--- src/rtl/key_event_conditioner.sv ---
// Turns the four raw active-low push-buttons into clean one-cycle menu navigation
// events (synchronize, debounce, press-edge, up/down auto-repeat, priority arbitration).
module key_event_conditioner #(
  parameter int DEBOUNCE_CYC  = 20000,
  parameter int REPEAT_DELAY  = 6000000,
  parameter int REPEAT_PERIOD = 1500000,
  parameter bit REPEAT_EN     = 1'b1
) (
  input  logic       i_clk,
  input  logic       i_rst,
  input  logic       i_en,
  input  logic [3:0] i_key_n,
  output logic       o_select,
  output logic       o_back,
  output logic       o_up,
  output logic       o_down,
  output logic [3:0] o_held
);

  localparam int DW = $clog2(DEBOUNCE_CYC + 1);
  localparam int RW = $clog2(REPEAT_DELAY + 1);
  localparam logic [DW-1:0] DB_LAST = DW'(DEBOUNCE_CYC - 1);
  localparam logic [RW-1:0] R_FIRE  = RW'(REPEAT_DELAY);
  // Reloading one above DELAY-PERIOD makes the gap between fires exactly REPEAT_PERIOD.
  localparam logic [RW-1:0] R_RELOAD = RW'(REPEAT_DELAY - REPEAT_PERIOD + 1);

  localparam int K_DOWN   = 0;
  localparam int K_UP     = 1;
  localparam int K_BACK   = 2;
  localparam int K_SELECT = 3;

  logic [3:0]    sync1, sync2;
  logic [3:0]    key_s;
  logic [3:0]    held, held_d;
  logic [DW-1:0] db_cnt [4];
  logic [RW-1:0] rcnt   [2];
  logic [1:0]    rep;
  logic          rpt_allow;
  logic [3:0]    press, cand, grant;
  logic [3:0]    evt;

  // NOTE: every sequential block uses non-blocking (<=) so all registers update together.
  always_ff @(posedge i_clk or posedge i_rst) begin
    if (i_rst) begin
      sync1 <= '1;
      sync2 <= '1;
    end else begin
      sync1 <= i_key_n;
      sync2 <= sync1;
    end
  end

  assign key_s = ~sync2;

  always_ff @(posedge i_clk or posedge i_rst) begin
    if (i_rst) begin
      held   <= '0;
      held_d <= '0;
      for (int k = 0; k < 4; k++) db_cnt[k] <= '0;
    end else begin
      held_d <= held;
      for (int k = 0; k < 4; k++) begin
        if (key_s[k] == held[k]) begin
          db_cnt[k] <= '0;
        end else if (db_cnt[k] == DB_LAST) begin
          held[k]   <= key_s[k];
          db_cnt[k] <= '0;
        end else begin
          db_cnt[k] <= db_cnt[k] + DW'(1);
        end
      end
    end
  end

  // Holding up and down together parks both repeat counters so neither auto-repeats.
  assign rpt_allow = REPEAT_EN && i_en && !(held[K_UP] && held[K_DOWN]);

  always_ff @(posedge i_clk or posedge i_rst) begin
    if (i_rst) begin
      for (int k = 0; k < 2; k++) rcnt[k] <= '0;
    end else begin
      for (int k = 0; k < 2; k++) begin
        if (!held[k] || !rpt_allow)  rcnt[k] <= '0;
        else if (rcnt[k] == R_FIRE)  rcnt[k] <= R_RELOAD;
        else                         rcnt[k] <= rcnt[k] + RW'(1);
      end
    end
  end

  always_comb begin
    for (int k = 0; k < 2; k++) rep[k] = held[k] && rpt_allow && (rcnt[k] == R_FIRE);
  end

  assign press = held & ~held_d;
  assign cand  = press | {2'b00, rep};

  // NOTE: grant gets a default before the priority chain, so no latch is inferred.
  always_comb begin
    grant = '0;
    if      (cand[K_BACK])   grant[K_BACK]   = 1'b1;
    else if (cand[K_SELECT]) grant[K_SELECT] = 1'b1;
    else if (cand[K_UP])     grant[K_UP]     = 1'b1;
    else if (cand[K_DOWN])   grant[K_DOWN]   = 1'b1;
  end

  always_ff @(posedge i_clk or posedge i_rst) begin
    if (i_rst) evt <= '0;
    else       evt <= i_en ? grant : '0;
  end

  assign o_select = evt[K_SELECT];
  assign o_back   = evt[K_BACK];
  assign o_up     = evt[K_UP];
  assign o_down   = evt[K_DOWN];
  assign o_held   = held;

endmodule

--- config.mk ---
export PLATFORM = sky130hd
export DESIGN_NAME = key_event_conditioner
export DESIGN_NICKNAME = d
export VERILOG_FILES = /design/src/rtl/key_event_conditioner.sv
export SDC_FILE = /design/constraint.sdc
export NUM_CORES = 1
export LEC_CHECK = 0
export ABC_AREA = 1
export CORE_MARGIN = 2
export CORE_UTILIZATION = 30
export DETAILED_ROUTE_END_ITERATION = 6
export HOLD_SLACK_MARGIN = 0.08
export PLACE_DENSITY = 0.44
export SYNTH_ARGS = -nofsm -noshare
export SYNTH_HDL_FRONTEND = slang
export SYNTH_SLANG_ARGS = --single-unit
--- constraint.sdc ---
create_clock -name i_clk -period 4.05 [get_ports i_clk]
set_input_delay 0.81 -clock i_clk [delete_from_list [all_inputs] [get_ports i_clk]]
set_output_delay 0.81 -clock i_clk [all_outputs]
set_load 0.005 [all_outputs]
==> impl_metrics.yaml <==
status:
  outcome: "finished clean"
cts:
  path_clk_slew_ns: 0.07
  clockBufferDepth: 2
  postCtsHoldBufs: 0
  post-cts-setup-buffer-count: 0
  h-tree-depth: 4
  tritoncts: "yes"
  cts-root-buf: "clkbuf_16"
  clock-sinks: 126
  cts_resized: 0
  cts_buffers: 17
  clk_latency_ns: 0.42
worst_setup_path:
  crit_arrival_ns: 1.44
  reg2reg_from: "rcnt[23]$_DFF_PP0_"
  cp_slowest_cell: "clkdlybuf4s50_1"
  cp_max_fo: 6
  path_class: "flop to primary output"
  worst_ep_required_time_ns: 3.24
  reg2reg_slack_ns: 2.33
  critPathMaxStageDelay_ns: 0.56
  critPathLaunchType: "flop"
  ff2ff_path_depth: 11
  reg2reg_to: "rcnt[40]$_DFF_PP0_"
  path_delay_family: "buffers and inverters"
  path_cells: "clkdlybuf4s50_1"
  cp-end-kind: "primary output"
  crit_buf_inv: 1
layout:
  syn_to_final_growth_pct: 16.08
  utilization_pct: 35.64
  fin_nets: 927
  n_antenna_cell: 0
  layout-drive-gt1-share_pct: 9.730
synthesis:
  synth.avg_cell_area_um2: 7.647
  synth.area.top_cells: "dfrtp_1, nor2_1, nand2_1"
  syn_area_um2: 6721
  synth_top_family_by_area: "simple AND/OR/NAND/NOR gates"
  ys_warn_count: 0
  synth-seq-cells: 126
  synth_xor_xnor_area_share_pct: 5.082
  synthMuxAreaShare_pct: 0
  synthSimpleGateAreaFrac_pct: 35.69
  yosysTopAreaCell: "dfrtp_1"
  synth-seq-area-share_pct: 47.06
  synthDistinctLibCells: 30
  syn_nets: 894
  synth_top_cell_area_share_pct: 43.93
  synth_compound_area_share_pct: 3.909
  synthAdderAreaFrac_pct: 1.489
  synthCells: 879
die:
  core_region_area_um2: 21890
  die_area_um2: 23620
  pin_count: 15
  num_rows: 54
  die_h_um: 153.7
  die_x_um: 153.7
  initial_core_util_pct: 30.70
grt:
  grt_max_degree: 86
  antenna_found_initial: 0
  grt.total_usage_pct: 14.11
  first_global_vias: 5374
  overflow: 0
  grt_pass1_wl_um: 26950
timing:
  rsz0062_at_grt: "no"
  fin_skew_ns: 0.01344
  worst_slew_pin_slew_ns: 0.5607
  slew_violations: 0
  hold_viol: 0
  fin_ws_ns: 1.799
  slew-limit-headroom_pct: 62.52
  post-route-min-period_ns: 2.251
  hold_ws_ns: 0.3514
  fmax_ghz: 0.4442
  fin_crit_sh_pct: 55.58
  setup-tns-final_ns: 0
  setup_viol: 0
power_and_ir_drop:
  ir_worst_vdd_v: 0.0002521
  leakagePower_nw: 3.142
  p_per_area_nw_per_um2: 362.2
placement:
  portBuffers: 14
  dp_hpwl_um: 11260
  place.gp.congestion: 0.8133
  dp_slack_ns: 1.458
hold_path:
  min_from: "sync1[3]$_DFF_PP1_"
  hold_path_end: "sync2[3]$_DFF_PP1_"
  min_path_type: "flop to flop"
  min_path_cells: 0
job:
  cap_violations: 0
drt:
  wirelength_um: 15510
  drc_errors: 0
  dr.pass1.iters: 5
  num_vias: 5449
  drt_iter0_markers: 321
  ant_nets: 0
  post_drt_wl_per_cell_um: 12.87
  vias_per_cell: 4.522
## metrics by stage
step / instances / instance area (um^2) / total power [mW]
global route: 1205 / 7802 / 2.951
detailed placement: 1173 / 7238 / 1.379
floorplan: 879 / 6725 / 1.351
global placement: 1173 / 7238 / 1.379
finish: 1205 / 7802 / 2.826
CTS: 1205 / 7802 / 2.876
## logic make-up after synthesis
kind of cell,after synthesis
flip-flops,126
AND/OR/NAND/NOR,535
buffers and inverters,121
adder cells (fa/ha/maj),8
AO/OA/AOI/OAI,50
XOR/XNOR,39
## metal layers
layer	part of all wire [%]	GRT usage, %
met4	1.6	4.718
met3	2.9	2.931
met1	52	20.44
met2	44	20.97
met5	0	0
## synth_stat cells
master / number
a211oi_1: 1
nor2_1: 182
nor3b_1: 1
a31oi_1: 6
inv_2: 6
inv_1: 112
nand3_1: 72
ha_1: 8
nor2_2: 10
a21boi_1: 1
a21oi_1: 24
nand4_1: 15
dfrtp_1: 118
nand2_4: 2
o21ai_1: 5
nor3_2: 4
o21ai_0: 13
clkbuf_2: 1
clkbuf_1: 2
or2_2: 1
or2_0: 1
nand2_2: 11
xor2_1: 28
nor2_4: 9
dfstp_2: 8
nor3_1: 45
nand3b_1: 5
xnor2_1: 11
nand2_1: 174
nand3_2: 3
## worst max-delay path by stage
stage,from,to,slack [ns],cells after the start
floorplan,i_rst,db_cnt[0]$_DFF_PP0_,1.69,1
global placement,i_en,evt[0]$_DFF_PP0_,1.49,6
detailed placement,i_en,evt[0]$_DFF_PP0_,1.46,6
CTS,o_held[3]$_DFFE_PP0P_,o_held[3],1.77,1
global route,o_held[0]$_DFFE_PP0P_,o_held[0],1.73,1
finish,o_held[0]$_DFFE_PP0P_,o_held[0],1.80,1
## registers in the layout (all words and copies together), names as in the netlist
register and flops:
db_cnt 60, evt 4, held_d 4, o_held 4, rcnt 46, sync1 4
sync2 4
## where the power goes
part,switching [mW],internal (mW)
registers,0.00899,1.28
clock network,0.623,0.851
logic,0.0475,0.0201
total,0.679,2.15
## cell type report
class                   instances  area, um^2
multi-input cells             632        3103
repair buffers                 17       175.2
clock inverters                15       138.9
inverters                     118       446.7
fillers                      2355       14090
flip-flops and latches        126        3163
clock buffers                  17       425.4
well taps                     280       350.3
## layout by cell type, fill, tap and decap left out, drive strengths merged, types with 2 or more instances in the layout
cell type / Yosys / layout
clkinvlp: 0 / 6
nand2: 187 / 187
clkdlybuf4s50: 0 / 14
inv: 118 / 121
xnor2: 11 / 11
a31oi: 6 / 6
a21oi: 24 / 24
dfstp: 8 / 8
clkbuf: 3 / 17
or2: 2 / 2
o21ai: 18 / 18
nand4: 15 / 15
nor3: 49 / 49
nand3: 75 / 75
ha: 8 / 8
clkinv: 0 / 5
dfrtp: 118 / 118
nand3b: 5 / 5
xor2: 28 / 28
buf: 0 / 3
nor2: 201 / 201
Power figures use the tool's default switching activity.
